[config.mk]
export PLATFORM = sky130hd
export DESIGN_NAME = mp_sub_seq_flat
export DESIGN_NICKNAME = d
export VERILOG_FILES = /design/src/rtl/mp_sub_seq_if.sv /design/src/rtl/mp_sub_seq.sv /design/src/flat_wrapper.sv
export SDC_FILE = /design/constraint.sdc
export NUM_CORES = 1
export LEC_CHECK = 0
export CAP_MARGIN = 30
export CORE_ASPECT_RATIO = 1.1
export CORE_MARGIN = 10
export CORE_UTILIZATION = 45
export DETAILED_ROUTE_END_ITERATION = 8
export DONT_BUFFER_PORTS = 1
export PLACE_DENSITY = 0.64
export SYNTH_ARGS = -nofsm -noshare
export SYNTH_HDL_FRONTEND = slang
export SYNTH_SLANG_ARGS = --single-unit
[constraint.sdc]
create_clock -name clk -period 5.37 [get_ports clk]
set_clock_uncertainty 0.05 [all_clocks]
set_input_delay 0.2685 -clock clk [delete_from_list [all_inputs] [get_ports clk]]
set_output_delay 0.2685 -clock clk [all_outputs]
set_load 0.02 [all_outputs]
[src/rtl/mp_sub_seq_if.sv]
// Request/response and rca_sub-facing signal bundle for mp_sub_seq.
// The slave modport is the sequencer; master is whoever drives requests and hosts rca_sub.
interface mp_sub_seq_if #(
    parameter int unsigned NWORDS = 4
);
    localparam int unsigned W = 16 * NWORDS;

    logic         start;
    logic [W-1:0] a;
    logic [W-1:0] b;
    logic         bin_in;
    logic         busy;
    logic         done;
    logic [W-1:0] result;
    logic         borrow;
    logic         zero;
    logic [15:0]  sub_in0;
    logic [15:0]  sub_in1;
    logic         sub_bin;
    logic [15:0]  sub_res;
    logic         sub_bout;

    modport master (
        output start, a, b, bin_in, sub_res, sub_bout,
        input  busy, done, result, borrow, zero, sub_in0, sub_in1, sub_bin
    );

    modport slave (
        input  start, a, b, bin_in, sub_res, sub_bout,
        output busy, done, result, borrow, zero, sub_in0, sub_in1, sub_bin
    );
endinterface

[src/rtl/mp_sub_seq.sv]
// Multi-precision subtract sequencer: streams NWORDS 16-bit words LSW first through an
// external rca_sub, chaining the borrow, and assembles the wide difference, borrow and zero.
module mp_sub_seq #(
    parameter int unsigned NWORDS = 4
) (
    input logic          clk,
    input logic          rst,
    mp_sub_seq_if.slave  bus
);
    localparam int unsigned IdxW = (NWORDS > 1) ? $clog2(NWORDS) : 1;

    typedef enum logic {StIdle, StRun} state_e;

    state_e                    state_q;
    logic [IdxW-1:0]           idx_q;
    logic [NWORDS-1:0][15:0]   a_q;
    logic [NWORDS-1:0][15:0]   b_q;
    logic                      bin_q;
    logic                      chain_q;
    logic                      zacc_q;
    logic [NWORDS-1:0][15:0]   result_q;
    logic                      busy_q;
    logic                      done_q;
    logic                      borrow_q;
    logic                      zero_q;

    logic                      word_zero;
    logic                      last_word;

    assign word_zero = (bus.sub_res == 16'h0000);
    assign last_word = (idx_q == IdxW'(NWORDS - 1));

    always_ff @(posedge clk or posedge rst) begin
        if (rst) begin
            state_q  <= StIdle;
            idx_q    <= '0;
            a_q      <= '0;
            b_q      <= '0;
            bin_q    <= 1'b0;
            chain_q  <= 1'b0;
            zacc_q   <= 1'b0;
            result_q <= '0;
            busy_q   <= 1'b0;
            done_q   <= 1'b0;
            borrow_q <= 1'b0;
            zero_q   <= 1'b0;
        end else begin
            done_q <= 1'b0;
            unique case (state_q)
                StIdle: begin
                    if (bus.start) begin
                        a_q      <= bus.a;
                        b_q      <= bus.b;
                        bin_q    <= bus.bin_in;
                        result_q <= '0;
                        zacc_q   <= 1'b1;
                        idx_q    <= '0;
                        busy_q   <= 1'b1;
                        state_q  <= StRun;
                    end
                end
                StRun: begin
                    result_q[idx_q] <= bus.sub_res;
                    chain_q         <= bus.sub_bout;
                    zacc_q          <= zacc_q & word_zero;
                    if (last_word) begin
                        state_q  <= StIdle;
                        busy_q   <= 1'b0;
                        done_q   <= 1'b1;
                        borrow_q <= bus.sub_bout;
                        zero_q   <= zacc_q & word_zero;
                    end else begin
                        idx_q <= idx_q + 1'b1;
                    end
                end
                default: state_q <= StIdle;
            endcase
        end
    end

    // Word 0 takes the caller's borrow; later words take the previous word's borrow-out.
    always_comb begin
        bus.sub_in0 = 16'h0000;
        bus.sub_in1 = 16'h0000;
        bus.sub_bin = 1'b0;
        if (state_q == StRun) begin
            bus.sub_in0 = a_q[idx_q];
            bus.sub_in1 = b_q[idx_q];
            bus.sub_bin = (idx_q == '0) ? bin_q : chain_q;
        end
    end

    assign bus.busy   = busy_q;
    assign bus.done   = done_q;
    assign bus.result = result_q;
    assign bus.borrow = borrow_q;
    assign bus.zero   = zero_q;
endmodule

[src/flat_wrapper.sv]
// flat-port wrapper written by rule: the top's interface ports become plain ports
module mp_sub_seq_flat 
#(
    parameter int unsigned NWORDS = 4
)
  (clk, rst, bus_start, bus_a, bus_b, bus_bin_in, bus_sub_res, bus_sub_bout, bus_busy, bus_done, bus_result, bus_borrow, bus_zero, bus_sub_in0, bus_sub_in1, bus_sub_bin);
  mp_sub_seq_if #(.NWORDS(NWORDS)) bus_i ();
  input logic clk;
  input logic rst;
  input wire logic [$bits(bus_i.start)-1:0] bus_start;
  input wire logic [$bits(bus_i.a)-1:0] bus_a;
  input wire logic [$bits(bus_i.b)-1:0] bus_b;
  input wire logic [$bits(bus_i.bin_in)-1:0] bus_bin_in;
  input wire logic [$bits(bus_i.sub_res)-1:0] bus_sub_res;
  input wire logic [$bits(bus_i.sub_bout)-1:0] bus_sub_bout;
  output wire logic [$bits(bus_i.busy)-1:0] bus_busy;
  output wire logic [$bits(bus_i.done)-1:0] bus_done;
  output wire logic [$bits(bus_i.result)-1:0] bus_result;
  output wire logic [$bits(bus_i.borrow)-1:0] bus_borrow;
  output wire logic [$bits(bus_i.zero)-1:0] bus_zero;
  output wire logic [$bits(bus_i.sub_in0)-1:0] bus_sub_in0;
  output wire logic [$bits(bus_i.sub_in1)-1:0] bus_sub_in1;
  output wire logic [$bits(bus_i.sub_bin)-1:0] bus_sub_bin;
  assign bus_i.start = bus_start;
  assign bus_i.a = bus_a;
  assign bus_i.b = bus_b;
  assign bus_i.bin_in = bus_bin_in;
  assign bus_i.sub_res = bus_sub_res;
  assign bus_i.sub_bout = bus_sub_bout;
  assign bus_busy = bus_i.busy;
  assign bus_done = bus_i.done;
  assign bus_result = bus_i.result;
  assign bus_borrow = bus_i.borrow;
  assign bus_zero = bus_i.zero;
  assign bus_sub_in0 = bus_i.sub_in0;
  assign bus_sub_in1 = bus_i.sub_in1;
  assign bus_sub_bin = bus_i.sub_bin;
  mp_sub_seq #(.NWORDS(NWORDS)) u_core (.clk(clk), .rst(rst), .bus(bus_i));
endmodule
After elaboration in Yosys (flattened, before gate mapping)
Cells that the tools add are included.

Memories: 0. Input bits: 149. ROM bits: 0. Latch bits: 0. Logic and storage cells: 62. Output and inout port bits: 101. Memory bits (writable): 0. Register bits: 202.

Order comparisons: 2. $add $sub $neg: 1. Reductions and logical operators: 7. Shift-type cells: 0. Bitwise logic cells: 2. Multiplexer cells: 25. Div/mod/pow operators: 0. $mul: 0. Equality and inequality tests: 4.

Operators with widths (count): 64-bit case mux with 2 select lines (1); 16-bit two-way mux (5); 16-bit binary-select mux with 2-bit select (2); 64-bit bitwise mux (1); 64-bit two-way mux (1); 16-bit demux with 2-bit select (1); 16-bit zero test (1); 1-bit two-way mux (8); 2-bit AND reduction (4); 2-bit inequality test, second input constant (3); 1-bit case mux with 2 select lines (3); 2-bit two-way mux (2); 2-bit case mux with 2 select lines (1); 2-bit by 3-bit < comparator with 1-bit output, second input constant (1); 2-bit by 1-bit adder with 2-bit output, second input constant (1); 2-bit equality test, second input constant (1); 2-bit by 1-bit >= comparator with 1-bit output, second input constant (1); 2-bit zero test (1); 1-bit bitwise AND (1); 1-bit logical AND (1); 1-bit NOT (1).

Logic depth before layout (Yosys ltp)
Gate-level depths: netlist of run 1.

Depth in word-level cells: 6. Depth in mapped cells: 9. Mapped depth without buffers: 5.

Worst setup path after synthesis of run 1
No wires, ideal clock.

Path kind: register to register. Start: register u_core.idx_q[1]. End: register u_core.result_q (netlist bit u_core.bus.result[0]). Stages on the path, launching flop included: 10. Arrival time: 1.805 ns. Slack: 3.450 ns. Clock period less this slack: 1.920 ns. Required time: 5.254 ns. Setup time: 0.066 ns. Path buffers: 4. Cells stage by stage: dfrtp_1 > buf_2 > buf_2 > inv_1 > ha_1 > and2_1 > buf_2 > nor2_2 > buf_2 > a22o_1.

Cells in the longest elaborated chain, start to end: 6. Elaborated cells between the ends (all ways): 7. Classes of those cells: order compare: 2; mux: 4; reduce/logical: 1.

RTL lines: start: declaration (line mp_sub_seq.sv:15) `logic [IdxW-1:0] idx_q;`; start signal: assignment (line mp_sub_seq.sv:73) `idx_q <= idx_q + 1'b1;`; 2-bit by 3-bit < comparator with 1-bit output (implied by the code) / 2-bit by 1-bit >= comparator with 1-bit output (equally long branches) (line mp_sub_seq.sv:63) `result_q[idx_q] <= bus.sub_res;`; 1-bit logical AND (implied by the code) (line mp_sub_seq.sv:63); 16-bit two-way mux (implied by the code) (line mp_sub_seq.sv:63); 16-bit demux with 2-bit select (*); 64-bit bitwise mux (*) (line mp_sub_seq.sv:63); 64-bit case mux with 2 select lines (*) (line mp_sub_seq.sv:49) `unique case (state_q)`; end signal: indexed assignment (line mp_sub_seq.sv:63); end: declaration (line mp_sub_seq.sv:21) `logic [NWORDS-1:0][15:0] result_q;`.

Mark *: on every way between the ends. The rest lies on a longest branch, timed or not. A chain may end at the register's enable or synchronous reset.

Final worst setup path of run 1
Start: register u_core.idx_q[0]. End: register u_core.result_q (netlist bit u_core.bus.result[60]).

The elaborated chain is that of the path after synthesis.

==> results.toml, run 1 <==
[clocking]
cts_resized = 0
cts_tree = "done"
clock_path_buffers = 3
cts.sinks = 202
root_buffer = "clkbuf_16"
cts_inserted_buffers = 22
htreeDepth = 1
clk_pin_slew_worst_paths_ps = 60
clock_latency_ps = 490

[logic_synthesis]
synthSimpleGateAreaFrac_pct = 3.67
ys_seq_area_share_pct = 57.0
synth_area_leaders = "dfrtp_1, mux2_4, mux4_2, a22o_1, mux2_2"
synth_cell_types = 24
synth_compound_area_share_pct = 6.65
synth_top_area_share_pct = 57.0
synthMuxAreaShare_pct = 28.7
syn_nets = 690
synth_xor_area_share_pct = 0
syn-mean-instance-area_um2 = 16.5
yosys.area.top_type = "dfrtp_1"
synthAdderAreaFrac_pct = 0.565
netlist_instances = 537
synth_top_family_by_area = "multiplexers"
synth_seq_cells = 202
synthesis.area_um2 = 8860
yosys_warnings = 0

[power_and_ir_drop]
swShare_pct = 36.8
internal-power_uw = 4530
p_clk_share_pct = 19.2
switching_power_uw = 2640
comb_power_share_pct = 38.0
power_frac_seq_pct = 42.8
power_uw = 7170
irDropWorstVdd_v = 0.000348
p_per_area_nw_per_um2 = 643
leakagePower_uw = 0.00488

[worst_setup_path]
worstPathMaxFanout = 21
cp.required_ps = 5700
worstSetupStartpointType = "register"
path_class = "reg -> reg"
cp-end-kind = "register"
arrival_ps = 3280

[sta]
tns_ps = 0
worst_pin_slew_ps = 865
relSlewSlack_pct = 42.3
rsz0062_at_grt = "false"
post-route-min-period_ps = 2940
setup_viol = 0
hold_violations = 0
slew_violations = 0
fin_crit_sh_pct = 54.8
fmax_mhz = 340

[global_route]
grt_pass1_vias = 6185
grt_usage_pct = 18.3
antenna_found_initial = 2
grt_overflow = 0
grt_start_max_net_pins = 85
grt_first_pass_wirelength_mm = 38.0

[run]
maxCapViolCount = 0

[routing]
routed-via-count = 5317
drc = 0
wl_per_cell_um = 26.0
initialDrtViolationCount = 205
dr.pass1.iters = 4
drt-total-wl_mm = 24.4
vias_per_cell = 5.66
ant_nets = 0

[layout]
nNetsFinal = 833
layout-drive-gt1-share_pct = 30.6
nFillCells = 1440
fin_area_um2 = 11200
syn2layout_area_growth_pct = 25.8

[placement]
dpl.hpwl_mm = 15.8
postPlaceCellArea_um2 = 8970
io_buffers = 0
gp_congestion = 0.782

[die]
die_area_um2 = 25700
start_util_pct = 46.1
die_w_um = 154
design.portCount = 250
core_um2 = 19200
die_y_um = 167
std_cell_rows = 53

[hold_path]
hp-class = "in -> reg"

[outcome]
outcome = "completed"
[cell families after synthesis]
family	after synthesis
AND/OR/NAND/NOR	54
AO/OA/AOI/OAI	68
multiplexers	165
flip-flops	202
adder cells (fa/ha/maj)	4
buffers and inverters	44
[cell usage after synthesis, drive strengths merged]
| cell type | instances |
|---|---|
| clkbuf | 6 |
| and2 | 36 |
| a22o | 65 |
| dfrtp | 202 |
| mux4 | 32 |
| o2bb2ai | 1 |
| nand4 | 1 |
| buf | 34 |
| mux2 | 132 |
| ha | 4 |
| nand2 | 1 |
| mux2i | 1 |
| o22ai | 1 |
| inv | 4 |
| nor2 | 10 |
| nor4 | 4 |
| nor2b | 2 |
| a21oi | 1 |
[what timing repair did]
item                      4_1_cts  5_1_grt
hold buffers                  148        0
hold endpoints to repair      249        0
buffers inserted                0        0
[sequential cells by signal, indices dropped and copies added, names as in the netlist, 2 cells and up]
name and flops:
u_core.a_q 64, u_core.bus.result 64, u_core.idx_q 2, u_core.b_q 64
[worst max-delay path, cell delays in order (launching register included)]
cell and delay [ps]:
dfrtp_2 710, buf_4 510, ha_1 280, and2_0 570, buf_4 300, nor2_2 150
a22o_1 260
[area by class of cell]
type                    instances  area (µm²)  share of cell area, %
flip-flops and latches        202        5060                   45.3
multi-input cells             291        3520                   31.6
repair buffers                159        1600                   14.4
clock buffers                  30         612                   5.49
well taps                     247         309                   2.77
clock inverters                 4        27.5                  0.247
inverters                       4        18.8                  0.168
diodes                          2        5.00                 0.0449
[through the flow]
step | std cells | setup slack [ps] | util, % | hold WS, ps
after floorplan | 537 | 2440 | - | 358
after global placement | 753 | 2450 | 46.7 | 40.5
after detailed placement | 753 | 2330 | 46.7 | 49.2
after CTS | 935 | 2330 | 57.7 | 105
after global routing | 939 | 2120 | 58.0 | 123
final | 939 | 2430 | 58.0 | 120
[path summary, 6_finish.rpt]
path,depth (start not counted),end,start,slack (ps)
setup / recovery,6,u_core.bus.result[60],u_core.idx_q[0],2430
hold / removal,3,u_core.zacc_q,bus_start,120
setup reg to reg,6,u_core.bus.result[60],u_core.idx_q[0],2430
hold reg to reg,1,u_core.a_q[44],u_core.a_q[44],460
max in group asynchronous,4,u_core.b_q[16],rst,3440
min in group asynchronous,2,u_core.bus.result[20],rst,150
[power groups by stage]
stage	clock (µW)	sequential, µW	combinational [µW]
floorplan	0	2800	2340
global placement	0	3070	2480
detailed placement	0	3100	2560
CTS	1410	3090	2670
global route	1470	3160	2910
finish	1380	3070	2720
[cell usage in the layout (no fill, tap or decap), types with 2 or more instances in the layout]
master	Yosys	routed
dlygate4sd3_1	0	148
nor4_1	4	4
dfrtp_2	0	2
nor2_2	3	3
buf_16	0	2
nor2_1	6	6
clkinv_4	0	2
clkbuf_1	6	6
ha_1	4	4
mux2_2	44	44
mux2_4	88	88
a22o_1	65	65
clkbuf_16	0	23
diode_2	0	2
and2_1	35	35
buf_4	1	9
dfrtp_1	202	200
inv_1	4	3
clkinv_2	0	2
mux4_2	32	32
[layer usage]
layer | GRT usage [%] | part of all wire (%) | vias up
met1 | 21.3 | 39 | 2775
met2 | 31.5 | 51 | 233
met3 | 6.05 | 8.5 | 39
li1 | - | - | 2270
met4 | 5.06 | 1.9 | 0
met5 | 0 | 0 | -
Power figures use the tool's default switching activity.
==> inputs of run 2 (changes only) <==
PLACE_DENSITY = 0.62   (was 0.64)
clock period = 2.8 ns   (was 5.37 ns; I/O delays follow)
==> run 2 against run 1 <==
  * Setup slack lost 1900 ps
  * Register-to-register slack lost 1800 ps
  * Utilization grew 1.1 points
  * First-iteration DRC count grew 33%
  * Critical path depth shrank 3
  * Via count grew 2.0%
==> results.toml, run 2 (synthesis gave the netlist of run 1 again) <==
[clocking]
root_buffer = "clkbuf_16"
post_cts_buffers = 0
htreeDepth = 1
clk_pin_slew_worst_paths_ps = 60
clock_path_buffers = 3
cts_tree = "done"
cts.sinks = 202
clock_latency_ps = 500
cts_inserted_buffers = 22

[die]
core_um2 = 19200
die_w_um = 154
start_util_pct = 46.1
std_cell_rows = 53
die_y_um = 167
design.portCount = 250
die_area_um2 = 25700

[worst_setup_path]
path_class = "reg -> out"
arrival_ps = 2080
cp-end-kind = "output pin"
r2r_cells = 5
r2r_setup_slack_ps = 630
rr_endpoint = "u_core.bus.result[3]"
worstSetupStartpointType = "register"
worstPathMaxFanout = 19
rr_startpoint = "u_core.idx_q[0]"
cp.required_ps = 2610

[routing]
drt-total-wl_mm = 24.2
routed-via-count = 5424
vias_per_cell = 5.67
ant_nets = 0
dr.pass1.iters = 4
wl_per_cell_um = 25.4
initialDrtViolationCount = 272
drc = 0

[layout]
final_cells = 956
syn2layout_area_growth_pct = 28.3
nNetsFinal = 841
utilization_pct = 59.1
nFillCells = 1464
fin_area_um2 = 11400
layout-drive-gt1-share_pct = 32.4
layout_common_cells = "dfrtp_1, dlygate4sd3_1, mux2_4, a22o_1, mux2_2"
final_common_cell = "dfrtp_1"

[sta]
holdWs_ps = 106
hold_violations = 0
fmax_mhz = 440
relSlewSlack_pct = 48.1
post-route-min-period_ps = 2270
fin_crit_sh_pct = 81.1
slew_violations = 0
worst_pin_slew_ps = 779
setup_viol = 0
rsz0062_at_grt = "false"

[power_and_ir_drop]
swShare_pct = 36.3
p_clk_share_pct = 21.2
irDropWorstVdd_v = 0.000614
p_per_area_nw_per_um2 = 1240
comb_power_share_pct = 37.7
internal-power_uw = 8990
switching_power_uw = 5120
power_frac_seq_pct = 41.0
leakagePower_uw = 0.00498
power_uw = 14100

[placement]
io_buffers = 0
gp_congestion = 0.835
postPlaceCellArea_um2 = 9120
dpl.hpwl_mm = 16.4
place_inst = 763

[global_route]
grt_usage_pct = 18.3
grt_start_max_net_pins = 66
grt_pass1_vias = 6152
grt_first_pass_wirelength_mm = 38.3
grt_overflow = 0
antenna_found_initial = 6

[outcome]
outcome = "completed"

[hold_path]
hp-class = "in -> async"

[run]
maxCapViolCount = 0
run 2: changes by cell type in the layout (fill, tap and decap cells not counted), sizes merged:
cell      previous run  this run
buf                 11        19
diode                2         6
bufinv               0         2
clkinvlp             1         3
clkbuf              30        29
clkinv               4         5
inv                  3         4
run 2: critical path, stage by stage (launching register included):
cell and delay, ps:
dfrtp_2 390, buf_4 360, mux4_2 570, and2_1 250
run 2: repair_timing:
item,CTS,global route
hold buffers,148,0
endpoints found under the setup margin,0,0
endpoints found under the hold margin,310,0
resized for setup,0,0
run 2: final cells by class:
| cell class | instances | area [µm²] | area share (%) |
|---|---|---|---|
| Inverter | 4 | 18.8 | 0.165 |
| Clock buffer | 29 | 638 | 5.61 |
| Sequential cell | 202 | 5060 | 44.5 |
| Multi-Input combinational cell | 291 | 3520 | 30.9 |
| Antenna cell | 6 | 15.0 | 0.132 |
| Clock inverter | 10 | 116 | 1.02 |
| Timing Repair Buffer | 167 | 1700 | 14.9 |
| Tap cell | 247 | 309 | 2.72 |
run 2: stage by stage:
step | setup WS [ps] | setup TNS [ps]
finish | 528 | 0
global route | 405 | 0
CTS | 479 | 0
detailed placement | 676 | 0
global placement | 771 | 0
floorplan | -6.31 | -1270
run 2: how the worst max path moves through the flow:
stage                    start                     to  slack, ps  cells past startpoint
5_1_grt        u_core.idx_q[0]         bus_sub_in1[5]        400                      3
4_1_cts        u_core.idx_q[0]        bus_sub_in1[15]        480                      3
6_report       u_core.idx_q[0]         bus_sub_in1[8]        530                      3
3_3_place_gp   u_core.idx_q[0]   u_core.bus.result[2]        770                      5
3_5_place_dp   u_core.idx_q[0]  u_core.bus.result[10]        680                      5
2_1_floorplan              rst          u_core.a_q[0]         -6                      1
run 2: metal layers:
layer	share of wire (%)	vias to the layer above	global-route usage (%)
met4	1.8	0	4.85
met3	9.7	33	6.61
met2	50	261	29.7
li1	-	2297	-
met5	0	-	0
met1	39	2833	22.7
run 2: power by group through the flow:
stage,registers [µW],clock network [µW],logic [µW]
2_1_floorplan,5380,0,4490
3_3_place_gp,5730,0,5010
3_5_place_dp,5800,0,5140
4_1_cts,5770,3050,5360
5_1_grt,5950,3180,5710
6_report,5790,3000,5330
==> inputs of run 3 (changes only) <==
ABC_AREA = 1   (was not set)
clock period = 2.3 ns   (was 2.8 ns; I/O delays follow)
==> run 3 against run 2 <==
  * Sequential share of layout area about the same
  * Critical path type unchanged
  * Routed wire length up 13%
  * Largest power group unchanged
  * Largest cell class unchanged
  * Via count up 40%
  * Critical endpoint is now bus_sub_in1[12]
==> results.toml, run 3 <==
[outcome]
outcome = "completed"

[worst_setup_path]
path_buf_inv = 1
cp_common_cell = "nor2_1"
slowest_delay_ps = 440
cp_top_family = "compound AO/OA/AOI/OAI gates"
arrival_ps = 2010
path_class = "reg -> out"
r2r_cells = 5
rr_endpoint = "u_core.a_q[55]"
slowest_stage = "dfrtp_4"
r2r_setup_slack_ps = 380
rr_startpoint = "u_core.state_q"
cp_cell_sequence = "buf_6 -> nor2_1 -> nor2_1 -> o21ai_0 -> a21oi_2"
worstSetupStartpointType = "register"
cp-startpoint = "u_core.idx_q[0]"
cp.required_ps = 2130
worstPathMaxFanout = 50
cp-end-kind = "output pin"

[layout]
diodes = 0
layout-drive-gt1-share_pct = 7.80
multi_input_area_um2 = 3190
nFillCells = 1630
seqCellArea_um2 = 5060
layout_common_cells = "nand2_1, dfrtp_1, dlygate4sd3_1, o21ai_0, nor2_1"
final_cells = 1452
syn2layout_area_growth_pct = 28.8
utilization_pct = 59.2
nNetsFinal = 1342
final_common_cell = "nand2_1"

[logic_synthesis]
synth_common_cells = "nand2_1, dfrtp_1, o21ai_0"
yosysMostFrequentCell = "nand2_1"
yosys.area.top_type = "dfrtp_1"
synth_edf_count = 0
synth_top_area_share_pct = 57.2
async_flop_share_pct = 100
yosys_warnings = 0
synth_seq_cells = 202
netlist_instances = 1047
ys_seq_area_share_pct = 57.2
synth_top_flop_cell = "dfrtp_1"
synth_area_leaders = "dfrtp_1, nand2_1, o21ai_0, nand3_1, nor2_1"
syn_nets = 1200
syn-mean-instance-area_um2 = 8.45
synth_cell_types = 19
synthesis.area_um2 = 8840

[sta]
worst_pin_slew_ps = 599
relSlewSlack_pct = 60.0
fin_crit_sh_pct = 94.5
rsz0062_at_grt = "false"
setup_viol = 0
hold_violations = 0
slew_violations = 0
fmax_mhz = 460
post-route-min-period_ps = 2170
holdWs_ps = 118

[clocking]
clk_pin_slew_worst_paths_ps = 60
root_buffer = "clkbuf_16"
htreeDepth = 1
cts_inserted_buffers = 22
post_cts_buffers = 0
cts.sinks = 202
clock_path_buffers = 3
cts_tree = "done"
clock_latency_ps = 490

[power_and_ir_drop]
leakagePower_uw = 0.00549
power_uw = 16200
p_per_area_nw_per_um2 = 1420
irDropWorstVdd_v = 0.000793

[placement]
place_inst = 1264
io_buffers = 0
gp_congestion = 0.814
dpl.hpwl_mm = 17.5

[hold_path]
hp-class = "in -> async"

[routing]
wl_per_cell_um = 18.9
vias_per_cell = 5.22
initialDrtViolationCount = 462
routed-via-count = 7583
drt-total-wl_mm = 27.5
dr.pass1.iters = 5
drc = 0
ant_nets = 0

[die]
std_cell_rows = 53
die_w_um = 154
die_y_um = 167
design.portCount = 250
start_util_pct = 46.0
core_um2 = 19200
die_area_um2 = 25700

[global_route]
grt_start_max_net_pins = 81
antenna_found_initial = 0
grt_first_pass_wirelength_mm = 43.5
grt_overflow = 0
grt_usage_pct = 20.6
grt_pass1_vias = 7592

[run]
maxCapViolCount = 0
-- run 3: changes by cell type after synthesis, moves of 16 or more --
| cell | change |
|---|---|
| a21oi_1 | +48 |
| nor2_1 | +69 |
| mux2_2 | -44 |
| a22o_1 | -65 |
| buf_4 | +16 |
| and2_1 | -35 |
| o211ai_1 | +19 |
| mux4_2 | -32 |
| inv_1 | +51 |
| nand2_1 | +353 |
| nand3_1 | +66 |
| mux2_4 | -88 |
| o21ai_0 | +123 |
-- run 3: cells by family (layout without fill, tap and decap cells) --
logic type / count (synthesis) / after routing / synth area share, %
buffers and inverters: 129 / 287 / 6.99
DFF: 202 / 202 / 57.2
adders and majority gates: 4 / 4 / 0.566
AOI/OAI and AO/OA: 215 / 215 / 13.1
and+or+nand+nor: 497 / 497 / 22.1
-- run 3: worst reg2reg max path, delay by kind of cell (launching register included) --
kind	cells	cell delay (ps)
AO/OA/AOI/OAI	1	130
buffers and inverters	3	900
flip-flops	1	490
AND/OR/NAND/NOR	1	230
-- run 3: worst max path at each step --
stage | slack [ps] | endpoint | cells after the start
after detailed placement | 390 | u_core.a_q[59] | 5
after global placement | 430 | u_core.a_q[59] | 5
after CTS | 20 | bus_sub_in1[3] | 4
final | 130 | bus_sub_in1[12] | 5
after global routing | 2 | bus_sub_in1[12] | 5
after floorplan | -480 | u_core.a_q[0] | 1
-- run 3: final cells by class --
cell class | count | area share [%]
sequential | 202 | 44.4
clock inverter | 6 | 0.923
multi-input combinational | 716 | 28.0
tap | 247 | 2.71
clock buffer | 34 | 5.68
inverter | 57 | 1.98
timing repair buffer | 190 | 16.2
-- run 3: metrics by stage --
step	setup WS [ps]	instance area [µm²]	TNS [ps]
after floorplan	-481	8850	-97220
after global placement	429	9130	0
after detailed placement	387	9130	0
after global routing	2.46	11400	0
after CTS	15.8	11400	0
final	128	11400	0
-- run 3: layer usage --
metal | GRT usage (%) | up-vias | part of all wire (%)
met4 | 5.06 | 0 | 2.1
li1 | - | 3646 | -
met3 | 5.15 | 34 | 7.6
met1 | 27.3 | 3606 | 43
met5 | 0 | - | 0
met2 | 33.1 | 297 | 48
-- run 3: power breakdown --
group | switching [µW] | leakage [µW] | total (µW) | internal [µW]
Sequential | 1400 | 0.00254 | 6480 | 5090
Clock | 1410 | 0.000369 | 3680 | 2270
Combinational | 3970 | 0.00257 | 6020 | 2050
Total | 6780 | 0.00549 | 16200 | 9410
-- run 3: timing repair --
item,4_1_cts,5_1_grt
resized for setup,4,4
endpoints found under the hold margin,287,0
setup endpoints to repair,11,11
hold buffers,148,0
